--- config.mk ---
export PLATFORM = sky130hd
export DESIGN_NAME = dpram_fifo_ctrl
export DESIGN_NICKNAME = d
export VERILOG_FILES = /design/src/rtl/dpram_fifo_ctrl.sv
export SDC_FILE = /design/constraint.sdc
export NUM_CORES = 1
export LEC_CHECK = 0
export CAP_MARGIN = 10
export CELL_PAD_IN_SITES_DETAIL_PLACEMENT = 1
export CELL_PAD_IN_SITES_GLOBAL_PLACEMENT = 2
export CORE_MARGIN = 2
export CORE_UTILIZATION = 32
export DETAILED_ROUTE_END_ITERATION = 8
export GPL_ROUTABILITY_DRIVEN = 0
export PLACE_DENSITY_LB_ADDON = 0.1
export SLEW_MARGIN = 20
export SYNTH_ARGS = -nofsm -noshare
export SYNTH_HDL_FRONTEND = slang
export SYNTH_SLANG_ARGS = --single-unit
--- constraint.sdc ---
create_clock -name clk -period 3.95 [get_ports clk]
set_input_delay 0.9875 -clock clk [delete_from_list [all_inputs] [get_ports clk]]
set_output_delay 0.9875 -clock clk [all_outputs]
set_load 0.01 [all_outputs]
--- src/rtl/dpram_fifo_ctrl.sv ---
// First-word-fall-through stream FIFO sequencer around an external simple dual-port RAM
// with a 2-cycle registered read path; a small staging queue hides the read latency.
module dpram_fifo_ctrl #(
    parameter int DATA_WIDTH = 64,
    parameter int DEPTH      = 1024,
    parameter int PF_THRESH  = 768,
    parameter int OQ_DEPTH   = 4,
    localparam int AW        = $clog2(DEPTH)
) (
    input  logic                  clk,
    input  logic                  rst_n,
    input  logic                  flush,
    input  logic                  s_valid,
    output logic                  s_ready,
    input  logic [DATA_WIDTH-1:0] s_data,
    output logic                  m_valid,
    input  logic                  m_ready,
    output logic [DATA_WIDTH-1:0] m_data,
    output logic                  ram_wea,
    output logic [AW-1:0]         ram_addra,
    output logic [DATA_WIDTH-1:0] ram_dina,
    output logic                  ram_enb,
    output logic [AW-1:0]         ram_addrb,
    output logic                  ram_regceb,
    output logic                  ram_rstb,
    input  logic [DATA_WIDTH-1:0] ram_doutb,
    output logic [AW:0]           level,
    output logic                  prog_full
);

    localparam int OQW = $clog2(OQ_DEPTH);
    localparam logic [AW:0]    DEPTH_L = (AW+1)'(DEPTH);
    localparam logic [AW:0]    PF_L    = (AW+1)'(PF_THRESH);
    localparam logic [OQW+1:0] OQ_L    = (OQW+2)'(OQ_DEPTH);

    logic [AW:0]           wr_ptr_q, wr_ptr_d;
    logic [AW:0]           rd_ptr_q, rd_ptr_d;
    logic [1:0]            pipe_q, pipe_d;
    logic [OQW-1:0]        oq_wr_q, oq_wr_d;
    logic [OQW-1:0]        oq_rd_q, oq_rd_d;
    logic [OQW:0]          oq_cnt_q, oq_cnt_d;
    logic                  s_ready_q, s_ready_d;
    logic                  prog_full_q, prog_full_d;
    logic [DATA_WIDTH-1:0] oq_mem_q [OQ_DEPTH];

    logic          push, issue, capture, pop;
    logic [AW:0]   level_d;
    logic [OQW+1:0] credit;

    assign level   = wr_ptr_q - rd_ptr_q;
    assign push    = s_valid & s_ready_q;
    assign pop     = m_valid & m_ready;
    assign capture = pipe_q[1];
    // Words already staged plus reads in flight must fit the staging queue.
    assign credit  = (OQW+2)'(oq_cnt_q) + (OQW+2)'(pipe_q[0]) + (OQW+2)'(pipe_q[1]);
    assign issue   = (level != '0) && (credit < OQ_L);

    always_comb begin
        wr_ptr_d = wr_ptr_q;
        rd_ptr_d = rd_ptr_q;
        pipe_d   = {pipe_q[0], issue};
        oq_wr_d  = oq_wr_q;
        oq_rd_d  = oq_rd_q;
        oq_cnt_d = oq_cnt_q;
        if (push)    wr_ptr_d = wr_ptr_q + (AW+1)'(1);
        if (issue)   rd_ptr_d = rd_ptr_q + (AW+1)'(1);
        if (capture) oq_wr_d  = oq_wr_q + OQW'(1);
        if (pop)     oq_rd_d  = oq_rd_q + OQW'(1);
        case ({capture, pop})
            2'b10:   oq_cnt_d = oq_cnt_q + (OQW+1)'(1);
            2'b01:   oq_cnt_d = oq_cnt_q - (OQW+1)'(1);
            default: oq_cnt_d = oq_cnt_q;
        endcase
        if (flush) begin
            wr_ptr_d = '0;
            rd_ptr_d = '0;
            pipe_d   = '0;
            oq_wr_d  = '0;
            oq_rd_d  = '0;
            oq_cnt_d = '0;
        end
        level_d     = wr_ptr_d - rd_ptr_d;
        s_ready_d   = (level_d < DEPTH_L) && !flush;
        prog_full_d = (level_d >= PF_L);
    end

    always_ff @(posedge clk or negedge rst_n) begin
        if (!rst_n) begin
            wr_ptr_q    <= '0;
            rd_ptr_q    <= '0;
            pipe_q      <= '0;
            oq_wr_q     <= '0;
            oq_rd_q     <= '0;
            oq_cnt_q    <= '0;
            s_ready_q   <= 1'b0;
            prog_full_q <= 1'b0;
        end else begin
            wr_ptr_q    <= wr_ptr_d;
            rd_ptr_q    <= rd_ptr_d;
            pipe_q      <= pipe_d;
            oq_wr_q     <= oq_wr_d;
            oq_rd_q     <= oq_rd_d;
            oq_cnt_q    <= oq_cnt_d;
            s_ready_q   <= s_ready_d;
            prog_full_q <= prog_full_d;
        end
    end

    always_ff @(posedge clk or negedge rst_n) begin
        if (!rst_n) begin
            for (int i = 0; i < OQ_DEPTH; i++) oq_mem_q[i] <= '0;
        end else if (capture && !flush) begin
            oq_mem_q[oq_wr_q] <= ram_doutb;
        end
    end

    assign s_ready    = s_ready_q;
    assign prog_full  = prog_full_q;
    assign m_valid    = (oq_cnt_q != '0);
    assign m_data     = oq_mem_q[oq_rd_q];
    assign ram_wea    = push;
    assign ram_addra  = wr_ptr_q[AW-1:0];
    assign ram_dina   = s_data;
    assign ram_enb    = issue;
    assign ram_addrb  = rd_ptr_q[AW-1:0];
    assign ram_regceb = 1'b1;
    assign ram_rstb   = flush;

endmodule

Word-level counts from Yosys, hierarchy flattened. Cells that the tools add are included. W data, S select, Z words.

Register bits: 289. Input port bits: 133. Output and inout bits: 166. Word-level logic and storage cells: 61.

Add/sub/neg operators: 10. Order comparisons: 6. Eq/ne operators: 2. Muxes and demuxes: 17. Bitwise gates (word level): 4. Reductions and logical operators: 10.

Operator list (count): $bwmux W256 (1); $mux W64 (3); $bmux W64 S2 (1); $demux W64 S2 (1); $mux W11 (4); $add A11 B1 Y11 const B (2); $sub A11 B11 Y11 (2); $ge A11 B10 Y1 const B (1); $lt A11 B11 Y1 const B (1); $reduce_bool A11 Y1 (1); $mux W2 (5); $ge A3 B3 Y1 const B (2); $not A2 Y3 (2); $pmux W3 S2 (1); $reduce_bool A3 Y1 (2); $add A2 B1 Y2 const B (2); $add A3 B1 Y4 (1); $add A4 B1 Y4 (1); $logic_and A1 B1 Y1 (4); $lt A4 B3 Y1 const B (1); $reduce_bool A2 Y1 (2); $add A3 B1 Y3 const B (1); $lt A3 B1 Y1 const B (1); $mux W3 (1); other kinds (5) (6).

Longest topological paths before layout.
Depth after elaboration: 9. Depth in mapped cells: 23.

Worst setup path after synthesis. No wires, ideal clock.

Path type: register -> register. Start point: register rd_ptr_q[0]. End point: register prog_full_q (netlist: prog_full). Arrival time: 4.338 ns. Required time: 3.825 ns. Setup slack: -0.513 ns. Cell stages (with the launch flop): 22. Buffers on the path: 1. Period minus slack after synthesis: 4.463 ns. Path through: dfrtp_1 > ha_1 > fa_1 > nor2b_4 > o211ai_1 > a21o_1 > a211oi_2 > nor4_2 > a31oi_2 > buf_6 > nand4_1 > xnor2_1 > or2_1 > ha_1 > or3_1 > o21ai_0 > a21oi_1 > a311oi_1 > xor2_1 > nor3_1 > a31oi_1 > o21ai_1.

Cells in the longest elaborated chain, start to end: 7. Elaborated cells between the ends (all ways): 8.

RTL lines: from (decl) (RTL line 37) `logic [AW:0] rd_ptr_q, rd_ptr_d;`; from (signal assigned) (RTL line 99) `rd_ptr_q <= rd_ptr_d;`; $sub A11 B11 Y11 (RTL line 50) `assign level = wr_ptr_q - rd_ptr_q;`; net level[10] (RTL line 27) `output logic [AW:0] level,`; $reduce_bool A11 Y1 (RTL line 56) `assign issue = (level != '0) && (credit < OQ_L);`; $logic_and A1 B1 Y1 (RTL line 56); net ram_enb (RTL line 22) `output logic ram_enb,`; $mux W11 (RTL line 66) `if (issue) rd_ptr_d = rd_ptr_q + (AW+1)'(1);`; $mux W11 (RTL line 74) `if (flush) begin`; $sub A11 B11 Y11 (RTL line 82) `level_d = wr_ptr_d - rd_ptr_d;`; $ge A11 B10 Y1 (RTL line 84) `prog_full_d = (level_d >= PF_L);`; net prog_full_d (RTL line 43) `logic prog_full_q, prog_full_d;`; to (signal assigned) (RTL line 105) `prog_full_q <= prog_full_d;`; to (decl) (RTL line 43).

The timed path passes the listed nets, and every way through them passes these cells. A chain may end at the register's enable or synchronous reset.

Worst setup path in the final report.
Start point: register wr_ptr_q[0]. End point: register prog_full_q (netlist: prog_full).

Cells in the longest elaborated chain, start to end: 7. Elaborated cells between the ends (all ways): 10.

RTL lines: from (decl) (RTL line 36) `logic [AW:0] wr_ptr_q, wr_ptr_d;`; from (signal assigned) (RTL line 98) `wr_ptr_q <= wr_ptr_d;`; $sub A11 B11 Y11 (RTL line 50); $reduce_bool A11 Y1 (RTL line 56); $logic_and A1 B1 Y1 (RTL line 56); $mux W11 (RTL line 66); $mux W11 (RTL line 74); $sub A11 B11 Y11 (*) (RTL line 82); $ge A11 B10 Y1 (*) (RTL line 84); net prog_full_d (RTL line 43).

The timed path passes the listed nets; every way through them passes the cells marked *.

==> flow_summary.ini <==
[sta]
fin_tns_setup_ns = -1.56
final_min_period_over_clock_period = 1.17
hold_slack_ns = 0.456
max_slew_margin = 0.470
setup_violations = 4
grt_setup_unrepaired = true
finalWorstPathRequiredPeriod_ns = 4.60
fmax_mhz = 217
final_worst_path_setup_slack_ns = -0.653
skew_ns = 0.0164
max_slew.worst_pin.slew_ns = 0.793
final_hold_viol_count = 0
maxSlewViolCount = 0

[final_layout]
antenna_cells = 0
final_cell_mix = 286 x dfrtp_1, 256 x mux2_2, 164 x clkdlybuf4s50_1
drive_above_1_share = 0.439
filler_cell_count = 4515
layout_commonest_cell = dfrtp_1
finish.net_count = 1360
layout-area-overhead-vs-synth_pct = 28.6
layout.core_utilization = 0.414

[logic_synthesis]
synth-seq-cells = 289
postSynthNetCount = 1169
synth_ff_type = dfrtp_1
synthesis.instances = 1006
synth_area_per_cell_um2 = 14.1
synth-edff-count = 0
sequential_area_share_after_synthesis = 0.510
syn_area_um2 = 14200
synthArstFlopShare = 1.00
ys_types = 53
yosysWarningCount = 0

[routing]
routed_wl_um = 36900
drt-pass1-iter-count = 4
remaining_drc_errors = 0
ant_nets = 0
drt_first_iter_violations = 265
drt-wirelength-per-cell_um = 20.3
detailroute.via_count = 8756
avgViaCountPerCell = 4.83

[min_path]
hp-class = in -> async

[global_route]
antenna_found_initial = 2
use_met1 = 0.205
grt_max_degree = 80
groute.usage.overall = 0.163
groute.layer.met3.usage = 0.0443
global_route.usage.met2 = 0.273
grt_pass1_vias = 9741
grt_first_pass_wirelength_um = 58200
globalRoute.totalOverflow = 0
grt-busiest-layer = met2

[floorplanning]
floorplan.die_area_um2 = 46000
top_level_ports = 299
fp.coreArea_um2 = 44000
die_y_um = 215
std_cell_rows = 77
start_util = 0.322
die_x_um = 215

[power]
power-per-cell-area_nw_per_um2 = 703
power_leakage_nw = 8.27
ir_drop_v = 0.000301

[critical_path]
crit_path_max_incr_delay_ns = 0.42
critical_path.startpoint_type = register
timing.critical_path.buf_inv = 2
cpLargestDelayFamily = compound AO/OA/AOI/OAI gates
crit_path_cell_trace = inv_2 > ha_4 > fa_2 > nor2b_4 > o21a_1 > or3_4 > a2111o_1 > nor4_4 > a31oi_4 > buf_4 > mux2i_1 > or2_2 > ha_1 > nor2b_1 > o21a_1 > o21ai_1 > a21oi_1 > a311oi_2 > xor2_1 > nor3_1 > a31oi_1 > o21ai_1
cp_data_required_time_ns = 4.35
worst_setup_path_end_kind = register
critical_path.slowest_cell = a2111o_1
timing.setup.critical_path_class = reg -> reg
timing.critical_path.fanout_max = 6
critical_path_arrival_ns = 5.01

[clocking]
cts_num_sinks = 289
postCtsHoldBufs = 0
htree_levels = 2
root_buffer = clkbuf_16
max-clock-path-buffers = 3
clk_transition_reported_paths_ns = 0.06
tritoncts = done
worst_skew_pair.late_latency_ns = 0.54
cts-buffers-inserted = 37

[placed_design]
port_buffers = 169
dp_hpwl_um = 24300

[outcome]
run_status = finished, violations left
failed_checks = setup timing

[run]
drv.max_cap_violation_count = 0
## report_power, final
group / total (mW) / switching, mW / internal (mW)
Clock: 3.38 / 1.29 / 2.09
Sequential: 4.35 / 0.506 / 3.85
Combinational: 5.09 / 1.95 / 3.14
Total: 12.8 / 3.75 / 9.08
## registers in the layout (all words and copies together), names as in the netlist
| register | flops |
|---|---|
| pipe_q | 2 |
| oq_cnt_q | 3 |
| oq_mem_q | 256 |
| rd_ptr_q | 11 |
| oq_wr_q | 2 |
| s_ready | 1 |
| prog_full | 1 |
| wr_ptr_q | 11 |
| oq_rd_q | 2 |
## logic make-up after synthesis
kind of cell | synth area share
flops | 0.510
xor+xnor | 0.0191
fa+ha+maj | 0.0280
buf+inv | 0.0654
simple gates | 0.0435
mux | 0.308
compound gates | 0.0254
other cells | 0.000264
## layout make-up
type,instances,area (um^2),share of cell area
Sequential cell,289,7240,0.397
Timing Repair Buffer,285,2740,0.150
Inverter,26,97.6,0.00535
Clock buffer,56,1130,0.0619
Tap cell,592,741,0.0406
Multi-Input combinational cell,558,6190,0.339
Clock inverter,8,101,0.00555
## per-stage QoR
stage,cell area [um^2],setup WS [ns],power (mW),std cells
3_5_place_dp,16800,-0.714,9.42,1742
2_1_floorplan,14200,-0.378,7.04,1006
3_3_place_gp,16800,-0.625,9.34,1742
4_1_cts,18200,-0.616,13.0,1811
6_report,18200,-0.653,12.8,1814
5_1_grt,18200,-0.896,13.6,1814
## cells in the mapped netlist (3+ instances only)
cell type | count | area [um^2]
a21o_1 | 6 | 45.0
a21oi_1 | 11 | 55.1
a31oi_1 | 4 | 25.0
and2_1 | 5 | 31.3
and3_1 | 5 | 31.3
buf_1 | 9 | 33.8
buf_4 | 86 | 646
clkbuf_1 | 36 | 135
dfrtp_1 | 289 | 7230
fa_1 | 3 | 60.1
ha_1 | 27 | 338
inv_1 | 26 | 97.6
mux2_2 | 256 | 2880
mux2i_1 | 5 | 50.1
mux4_2 | 64 | 1440
nand2_1 | 18 | 67.6
nand3_1 | 5 | 25.0
nand4_1 | 11 | 68.8
nor2_1 | 37 | 139
nor2b_1 | 6 | 37.5
nor3_1 | 4 | 20.0
o211ai_1 | 3 | 22.5
o21a_1 | 4 | 30.0
o21ai_0 | 12 | 60.1
or2_1 | 5 | 31.3
or2_2 | 6 | 37.5
or3_1 | 6 | 37.5
xnor2_1 | 15 | 131
xor2_1 | 16 | 140
## per-layer routing
layer,wire [um],vias to the layer above
li1,-,3931
met1,15900,4578
met2,18100,187
met3,1950,56
met4,886,4
met5,23,-
## path summary, 6_finish.rpt
path / slack [ns] / from / depth (start not counted) / end
worst max-delay path: -0.65 / wr_ptr_q[0] / 22 / prog_full
worst min-delay path: 0.46 / rst_n / 1 / oq_mem_q[135]
worst max register to register: -0.65 / wr_ptr_q[0] / 22 / prog_full
worst min register to register: 0.50 / oq_mem_q[13] / 1 / oq_mem_q[13]
max in group asynchronous: 2.50 / rst_n / 3 / oq_mem_q[234]
min in group clk: 0.50 / oq_mem_q[13] / 1 / oq_mem_q[13]
## timing repair
| item | CTS | global route |
|---|---|---|
| pin swaps | 6 | 12 |
| setup endpoints to repair | 8 | 7 |
| setup buffers | 5 | 3 |
| resized for setup | 22 | 18 |
Power figures use the tool's default switching activity.
